## src/rtl/regbank_writeback.sv

```systemverilog
// EV22 architectural register bank: 62 flop registers with a single-cycle ALU write
// port and a handshaked load port backed by a small in-order pending queue.

module regbank_cell #(
   parameter int WIDTH = 16
) (
   input  logic             clk,
   input  logic             reset,
   input  logic             we,
   input  logic [WIDTH-1:0] d,
   output logic [WIDTH-1:0] q
);
   always_ff @(posedge clk) begin
      if (reset)   q <= '0;
      else if (we) q <= d;
   end
endmodule

module regbank_writeback #(
   parameter int WIDTH  = 16,
   parameter int NREG   = 62,
   parameter int QDEPTH = 2
) (
   input  logic             clk,
   input  logic             reset,
   input  logic             alu_we,
   input  logic [5:0]       alu_addr,
   input  logic [WIDTH-1:0] alu_data,
   input  logic             ld_valid,
   output logic             ld_ready,
   input  logic [5:0]       ld_addr,
   input  logic [WIDTH-1:0] ld_data,
   output logic [1:0]       pend_cnt,
   output logic [WIDTH-1:0] R00,
   output logic [WIDTH-1:0] R01,
   output logic [WIDTH-1:0] R02,
   output logic [WIDTH-1:0] R03,
   output logic [WIDTH-1:0] R04,
   output logic [WIDTH-1:0] R05,
   output logic [WIDTH-1:0] R06,
   output logic [WIDTH-1:0] R07,
   output logic [WIDTH-1:0] R08,
   output logic [WIDTH-1:0] R09,
   output logic [WIDTH-1:0] R10,
   output logic [WIDTH-1:0] R11,
   output logic [WIDTH-1:0] R12,
   output logic [WIDTH-1:0] R13,
   output logic [WIDTH-1:0] R14,
   output logic [WIDTH-1:0] R15,
   output logic [WIDTH-1:0] R16,
   output logic [WIDTH-1:0] R17,
   output logic [WIDTH-1:0] R18,
   output logic [WIDTH-1:0] R19,
   output logic [WIDTH-1:0] R20,
   output logic [WIDTH-1:0] R21,
   output logic [WIDTH-1:0] R22,
   output logic [WIDTH-1:0] R23,
   output logic [WIDTH-1:0] R24,
   output logic [WIDTH-1:0] R25,
   output logic [WIDTH-1:0] R26,
   output logic [WIDTH-1:0] R27,
   output logic [WIDTH-1:0] R28,
   output logic [WIDTH-1:0] R29,
   output logic [WIDTH-1:0] R30,
   output logic [WIDTH-1:0] R31,
   output logic [WIDTH-1:0] R32,
   output logic [WIDTH-1:0] R33,
   output logic [WIDTH-1:0] R34,
   output logic [WIDTH-1:0] R35,
   output logic [WIDTH-1:0] R36,
   output logic [WIDTH-1:0] R37,
   output logic [WIDTH-1:0] R38,
   output logic [WIDTH-1:0] R39,
   output logic [WIDTH-1:0] R40,
   output logic [WIDTH-1:0] R41,
   output logic [WIDTH-1:0] R42,
   output logic [WIDTH-1:0] R43,
   output logic [WIDTH-1:0] R44,
   output logic [WIDTH-1:0] R45,
   output logic [WIDTH-1:0] R46,
   output logic [WIDTH-1:0] R47,
   output logic [WIDTH-1:0] R48,
   output logic [WIDTH-1:0] R49,
   output logic [WIDTH-1:0] R50,
   output logic [WIDTH-1:0] R51,
   output logic [WIDTH-1:0] R52,
   output logic [WIDTH-1:0] R53,
   output logic [WIDTH-1:0] R54,
   output logic [WIDTH-1:0] R55,
   output logic [WIDTH-1:0] R56,
   output logic [WIDTH-1:0] R57,
   output logic [WIDTH-1:0] R58,
   output logic [WIDTH-1:0] R59,
   output logic [WIDTH-1:0] R60,
   output logic [WIDTH-1:0] R61
);
   localparam int QW = (QDEPTH > 1) ? $clog2(QDEPTH) : 1;
   localparam int CW = $clog2(QDEPTH + 1);

   typedef struct packed {
      logic [5:0]       addr;
      logic [WIDTH-1:0] data;
      logic             dead;
   } ent_t;

   ent_t                         q [QDEPTH];
   logic [QW-1:0]                hd, tl;
   logic [CW-1:0]                cnt;
   logic [NREG-1:0][WIDTH-1:0]   r;

   logic             full, empty, acc, alu_hit, pop, direct, enq;
   logic             wr_en;
   logic [5:0]       wr_addr;
   logic [WIDTH-1:0] wr_data;
   ent_t             head;

   function automatic logic live(input logic [5:0] a);
      return {1'b0, a} < 7'(NREG);
   endfunction

   function automatic logic [QW-1:0] nxt(input logic [QW-1:0] p);
      return (p == QW'(QDEPTH - 1)) ? '0 : p + 1'b1;
   endfunction

   assign full     = (cnt == CW'(QDEPTH));
   assign empty    = (cnt == '0);
   assign ld_ready = ~reset & ~full;
   assign pend_cnt = 2'(cnt);
   assign acc      = ld_valid & ld_ready;
   assign alu_hit  = alu_we & live(alu_addr);
   assign head     = q[hd];

   // ALU owns the write slot; otherwise the oldest queued load, else a load that bypasses the empty queue.
   assign pop    = ~alu_we & ~empty;
   assign direct = ~alu_we & empty & acc;
   assign enq    = acc & ~direct;

   always_comb begin
      wr_en   = 1'b0;
      wr_addr = alu_addr;
      wr_data = alu_data;
      if (alu_we) begin
         wr_en = alu_hit;
      end else if (pop) begin
         wr_en   = ~head.dead & live(head.addr);
         wr_addr = head.addr;
         wr_data = head.data;
      end else if (direct) begin
         wr_en   = live(ld_addr);
         wr_addr = ld_addr;
         wr_data = ld_data;
      end
   end

   always_ff @(posedge clk) begin
      if (reset) begin
         hd  <= '0;
         tl  <= '0;
         cnt <= '0;
         for (int i = 0; i < QDEPTH; i++) q[i] <= '0;
      end else begin
         // A younger ALU write to the same register makes older queued loads dead.
         for (int i = 0; i < QDEPTH; i++)
            if (alu_hit && q[i].addr == alu_addr) q[i].dead <= 1'b1;
         if (enq) begin
            q[tl] <= {ld_addr, ld_data, alu_hit && (ld_addr == alu_addr)};
            tl    <= nxt(tl);
         end
         if (pop) hd <= nxt(hd);
         case ({enq, pop})
            2'b10:   cnt <= cnt + 1'b1;
            2'b01:   cnt <= cnt - 1'b1;
            default: cnt <= cnt;
         endcase
      end
   end

   for (genvar i = 0; i < NREG; i++) begin : g_reg
      regbank_cell #(.WIDTH(WIDTH)) u_cell (
         .clk   (clk),
         .reset (reset),
         .we    (wr_en && (wr_addr == 6'(i))),
         .d     (wr_data),
         .q     (r[i])
      );
   end

   assign R00 = r[0];
   assign R01 = r[1];
   assign R02 = r[2];
   assign R03 = r[3];
   assign R04 = r[4];
   assign R05 = r[5];
   assign R06 = r[6];
   assign R07 = r[7];
   assign R08 = r[8];
   assign R09 = r[9];
   assign R10 = r[10];
   assign R11 = r[11];
   assign R12 = r[12];
   assign R13 = r[13];
   assign R14 = r[14];
   assign R15 = r[15];
   assign R16 = r[16];
   assign R17 = r[17];
   assign R18 = r[18];
   assign R19 = r[19];
   assign R20 = r[20];
   assign R21 = r[21];
   assign R22 = r[22];
   assign R23 = r[23];
   assign R24 = r[24];
   assign R25 = r[25];
   assign R26 = r[26];
   assign R27 = r[27];
   assign R28 = r[28];
   assign R29 = r[29];
   assign R30 = r[30];
   assign R31 = r[31];
   assign R32 = r[32];
   assign R33 = r[33];
   assign R34 = r[34];
   assign R35 = r[35];
   assign R36 = r[36];
   assign R37 = r[37];
   assign R38 = r[38];
   assign R39 = r[39];
   assign R40 = r[40];
   assign R41 = r[41];
   assign R42 = r[42];
   assign R43 = r[43];
   assign R44 = r[44];
   assign R45 = r[45];
   assign R46 = r[46];
   assign R47 = r[47];
   assign R48 = r[48];
   assign R49 = r[49];
   assign R50 = r[50];
   assign R51 = r[51];
   assign R52 = r[52];
   assign R53 = r[53];
   assign R54 = r[54];
   assign R55 = r[55];
   assign R56 = r[56];
   assign R57 = r[57];
   assign R58 = r[58];
   assign R59 = r[59];
   assign R60 = r[60];
   assign R61 = r[61];
endmodule
```

## config.mk

```make
export PLATFORM = sky130hd
export DESIGN_NAME = regbank_writeback
export DESIGN_NICKNAME = d
export VERILOG_FILES = /design/src/rtl/regbank_writeback.sv
export SDC_FILE = /design/constraint.sdc
export NUM_CORES = 2
export LEC_CHECK = 0
export ABC_AREA = 1
export BUFFER_PORTS_ARGS = -buffer_cell sky130_fd_sc_hd__buf_2
export CORE_AREA = 4 4 405 407
export DETAILED_ROUTE_END_ITERATION = 10
export DIE_AREA = 0 0 409 411
export GPL_ROUTABILITY_DRIVEN = 0
export PLACE_DENSITY_LB_ADDON = 0.3
export SKIP_LAST_GASP = 1
export SLEW_MARGIN = 20
export SYNTH_ARGS = -nofsm -noshare
export SYNTH_HDL_FRONTEND = slang
export SYNTH_SLANG_ARGS = --single-unit
```

## constraint.sdc

```tcl
create_clock -name clk -period 2.1 [get_ports clk]
set_clock_uncertainty 0.15 [all_clocks]
set_input_delay 0.105 -clock clk [delete_from_list [all_inputs] [get_ports clk]]
set_output_delay 0.105 -clock clk [all_outputs]
set_load 0.02 [all_outputs]
```

==> results.txt <==
* Crit-path cells: buf_12 -> nand2_4 -> o21ai_4 -> buf_6 -> nand2_4 -> o21ai_4 -> nand2_2 -> nor2_4 -> buf_6 -> buf_6 -> nor2_4 -> buf_12 -> buf_16 -> buf_8 -> buf_12 -> buf_16 -> nand3_2 -> nand2_1 -> nor2_1
- Mapped Cells: 6148
- Final Hold Vio Count: 0
- No sink is reached through more buffers than the 3 on the longest clock path.
- Setup repair after global routing missed its margin: true
- Initial antenna violation count: 22
* Post-detail-place hpwl: 160.4 mm
- At the later pin of the worst-skew pair, clock insertion delay measures 0.74 ns.
- Start-to-end type of the worst setup path: reg -> reg
* Static leakage: 30.96 nW
* Smallest setup slack after layout: -0.5221 ns
- Via count of the routed design: 47230
- Residual DRC: 0
* Tot Pwr: 0.05674 W
- Setup slack at placement: -0.7153 ns
- After detailed placement, the design holds a cell count of 9391.
- Hold timing on the final database bottoms out at a slack of 0.04919 ns.
* Tightest Hold Check Type: in -> reg
* Post-Syn Area: 42340 um2
- Cell type group with the largest total delay on the critical path: buffers and inverters
* Clock slew at the register clock pins of the worst setup and hold paths: 0.06 ns
- Total global routing overflow: 0
- Count of buffer and inverter cells on the critical path: 9
- Synthesized area divided by synthesized cell count: 6.886 um2
* Number of levels in the clock H-tree: 3
- After floorplanning, the core was sized to cover 160200 um2.
- The count of nets left with antenna violations once routing finished came out at 0.
* Warnings, synthesis: 0
* Count of input and output buffers: 1042
- After detailed routing, the number of vias per cell comes to 4.791.
- Critical path data arrival time: 3.16 ns
- MaxCap Viol Count: 0
- The clock drives 1043 sinks.
- Sequential cells were found to cover 50.41% of the synthesized design area.
- Syn nets: 6197
* Length of routed met3 wiring: 19.33 mm
- Vertical die dimension: 411 um
- In this run the power density over the cells is 890.0 nW/um2.
* Routed wl met2: 113.8 mm
- The highest metal layer carrying signal wires in the routed design is met5.
* Root Buffer: sky130_fd_sc_hd__clkbuf_16
* Fraction of layout cells with a size suffix above 1: 28.87%
- Number of endpoints failing setup at the final stage: 1035
- Once the floorplan was initialized, standard cells occupied 26.43% of the core.
- #FFs+latches synth: 1043
* Global-route wire length before repair: 321.1 mm
- 1043 I/O pins were placed.
* Failing checks: negative setup slack
* Post-layout nets: 7641
- Of all flip-flops after synthesis, the portion carrying an async set or reset was 0%.
* Actual transition at the worst max-transition pin: 1.223 ns
- The floorplan has 147 rows.
- STA classifies the critical path endpoint as a flop.
- Maximum number of pins on one net before global-route repair: 223
- The worst setup path is launched from a flop.
* Vias in the first global route: 42550
* TritonCTS Buffers: 115
- Top_reg_cell synth: sky130_fd_sc_hd__dfxtp_1
* Worst supply voltage drop on vdd: 0.7186 mV
- Once layout is complete, the cells apart from fillers number 9858.
- Avg WL per Cell: 24.86 um
- The final layout contains routed wiring with a total length of 245.1 mm.
- Subtracting the final worst setup slack from the clock period gives 2.622 ns.
- In this run, synthesis inferred 46 flip-flops with an integrated enable.
- The count of final max-slew check failures was 0.
- Total routing resource utilization after global routing: 26.54%
- X dimension of the die: 409 um
- On the critical path, the stage with the largest delay is an instance of sky130_fd_sc_hd__dfxtp_4.
* Number of iterations in the first detailed-routing pass: 9
- STA puts the critical path data required time at 2.64 ns.
- TritonCTS built the clock tree.
- Synth-to-layout area growth: 50.59%
- For this block, wires on met1 add up to 100.9 mm.
- The startpoint identified for the worst hold timing path is ld_valid.
- Critical Path Max Stage Delay: 0.40 ns
* Status: finished with violations
* Remaining max-slew budget at the tightest pin: 18.45%
- Commonest non-fill, non-tap cell in the layout: sky130_fd_sc_hd__nor2_1
* Peak Freq: 0.3814 GHz
- The die covers 168100 um2.
- Cell variety after synth: 36
* Crit Path Max Fanout: 7
- Detailed Route Iter0 Violations: 5357
- In the finished design, the share of the clock period the worst path needs comes to 124.9%.
- The library cells used most frequently in the layout, excluding fill and tap cells, are 2029 x sky130_fd_sc_hd__nor2_1, 1257 x sky130_fd_sc_hd__nand2_1, 1042 x sky130_fd_sc_hd__buf_2, 994 x sky130_fd_sc_hd__dfxtp_1, 825 x sky130_fd_sc_hd__nand3_1.
timing repair:
action                                  in CTS  in global routing
cloned                                      41                 36
resized for setup                          156                200
setup buffers                               81                 56
endpoints found under the hold margin      362                  0
pin swaps                                   35                 49
hold buffers                                37                  0
endpoints found under the setup margin    1031               1065
kinds of logic (layout without fill, tap and decap cells):
logic type | Yosys count | in the layout | synth area share (%)
XOR/XNOR | 10 | 10 | 0.2069
adder cells (fa/ha/maj) | 1 | 1 | 0.02955
buffers and inverters | 712 | 2253 | 7.164
AO/OA/AOI/OAI | 49 | 49 | 0.6827
other | 0 | 9 | 0
multiplexers | 7 | 7 | 0.2276
AND/OR/NAND/NOR | 4326 | 4326 | 41.28
flip-flops | 1043 | 1043 | 50.41
cells in the mapped netlist, types with 15 or more instances:
cell / number / area share [%]
sky130_fd_sc_hd__buf_2: 249 / 2.9
sky130_fd_sc_hd__inv_1: 205 / 1.8
sky130_fd_sc_hd__nand3_1: 854 / 10
sky130_fd_sc_hd__nor2_2: 23 / 0.34
sky130_fd_sc_hd__a21oi_1: 15 / 0.18
sky130_fd_sc_hd__buf_1: 95 / 0.84
sky130_fd_sc_hd__inv_2: 35 / 0.31
sky130_fd_sc_hd__edfxtp_1: 46 / 3.3
sky130_fd_sc_hd__clkbuf_1: 114 / 1.0
sky130_fd_sc_hd__nand2_1: 1330 / 12
sky130_fd_sc_hd__dfxtp_1: 997 / 47
sky130_fd_sc_hd__nor2_1: 2090 / 19
path summary, 6_finish.rpt:
kind	endpoint	slack [ns]	cells after the start
max	g_reg[53].u_cell.q[14]$_SDFFE_PP0P_	-0.52	19
min	tl$_SDFFE_PP0N_	0.05	7
max reg2reg	g_reg[53].u_cell.q[14]$_SDFFE_PP0P_	-0.52	19
min reg2reg	g_reg[18].u_cell.q[10]$_SDFFE_PP0P_	0.31	2
sequential cells by signal, summed over array words and instances, names as in the netlist, named ones only:
register    count
g.u_cell.q    992
q              46
pend_cnt        2
hd              1
tl              1
layer usage:
| layer | track usage (%) | up-vias |
|---|---|---|
| li1 | - | 21950 |
| met1 | 34.07 | 22530 |
| met2 | 43.74 | 2307 |
| met3 | 4.635 | 436 |
| met4 | 11.60 | 12 |
| met5 | 0 | - |
tightest hold or removal path, cell delays in order:
cell                      delay (ns)
sky130_fd_sc_hd__buf_2          0.16
sky130_fd_sc_hd__nand3_4        0.09
sky130_fd_sc_hd__buf_6          0.13
sky130_fd_sc_hd__buf_4          0.11
sky130_fd_sc_hd__nor2_1         0.07
sky130_fd_sc_hd__inv_1          0.10
sky130_fd_sc_hd__a21oi_1        0.07
per-stage QoR:
step | util (%) | cell area, um2 | setup TNS (ns)
floorplan | - | 42860 | -36.62
global route | 39.79 | 63740 | -500.28
finish | 39.80 | 63760 | -388.22
CTS | 38.54 | 61740 | -371.89
detailed placement | 34.19 | 54770 | -530.40
global placement | 34.19 | 54770 | -514.10
power breakdown:
part           switching [W]  internal [W]  leakage, nW
logic                0.00941       0.00588         20.6
registers           0.000400        0.0205         8.52
clock network        0.00894        0.0116         1.89
total                 0.0187        0.0380         31.0
final cells by class:
type / instances / area [um2]
clock buffers: 180 / 3505
clock inverters: 34 / 320.3
repair buffers: 1797 / 15660
fillers: 16450 / 96440
flip-flops and latches: 1043 / 21350
well taps: 2160 / 2703
diodes: 9 / 22.52
inverters: 241 / 1027
repair inverters: 1 / 3.754
multi-input cells: 4393 / 19170
Power figures use the tool's default switching activity.
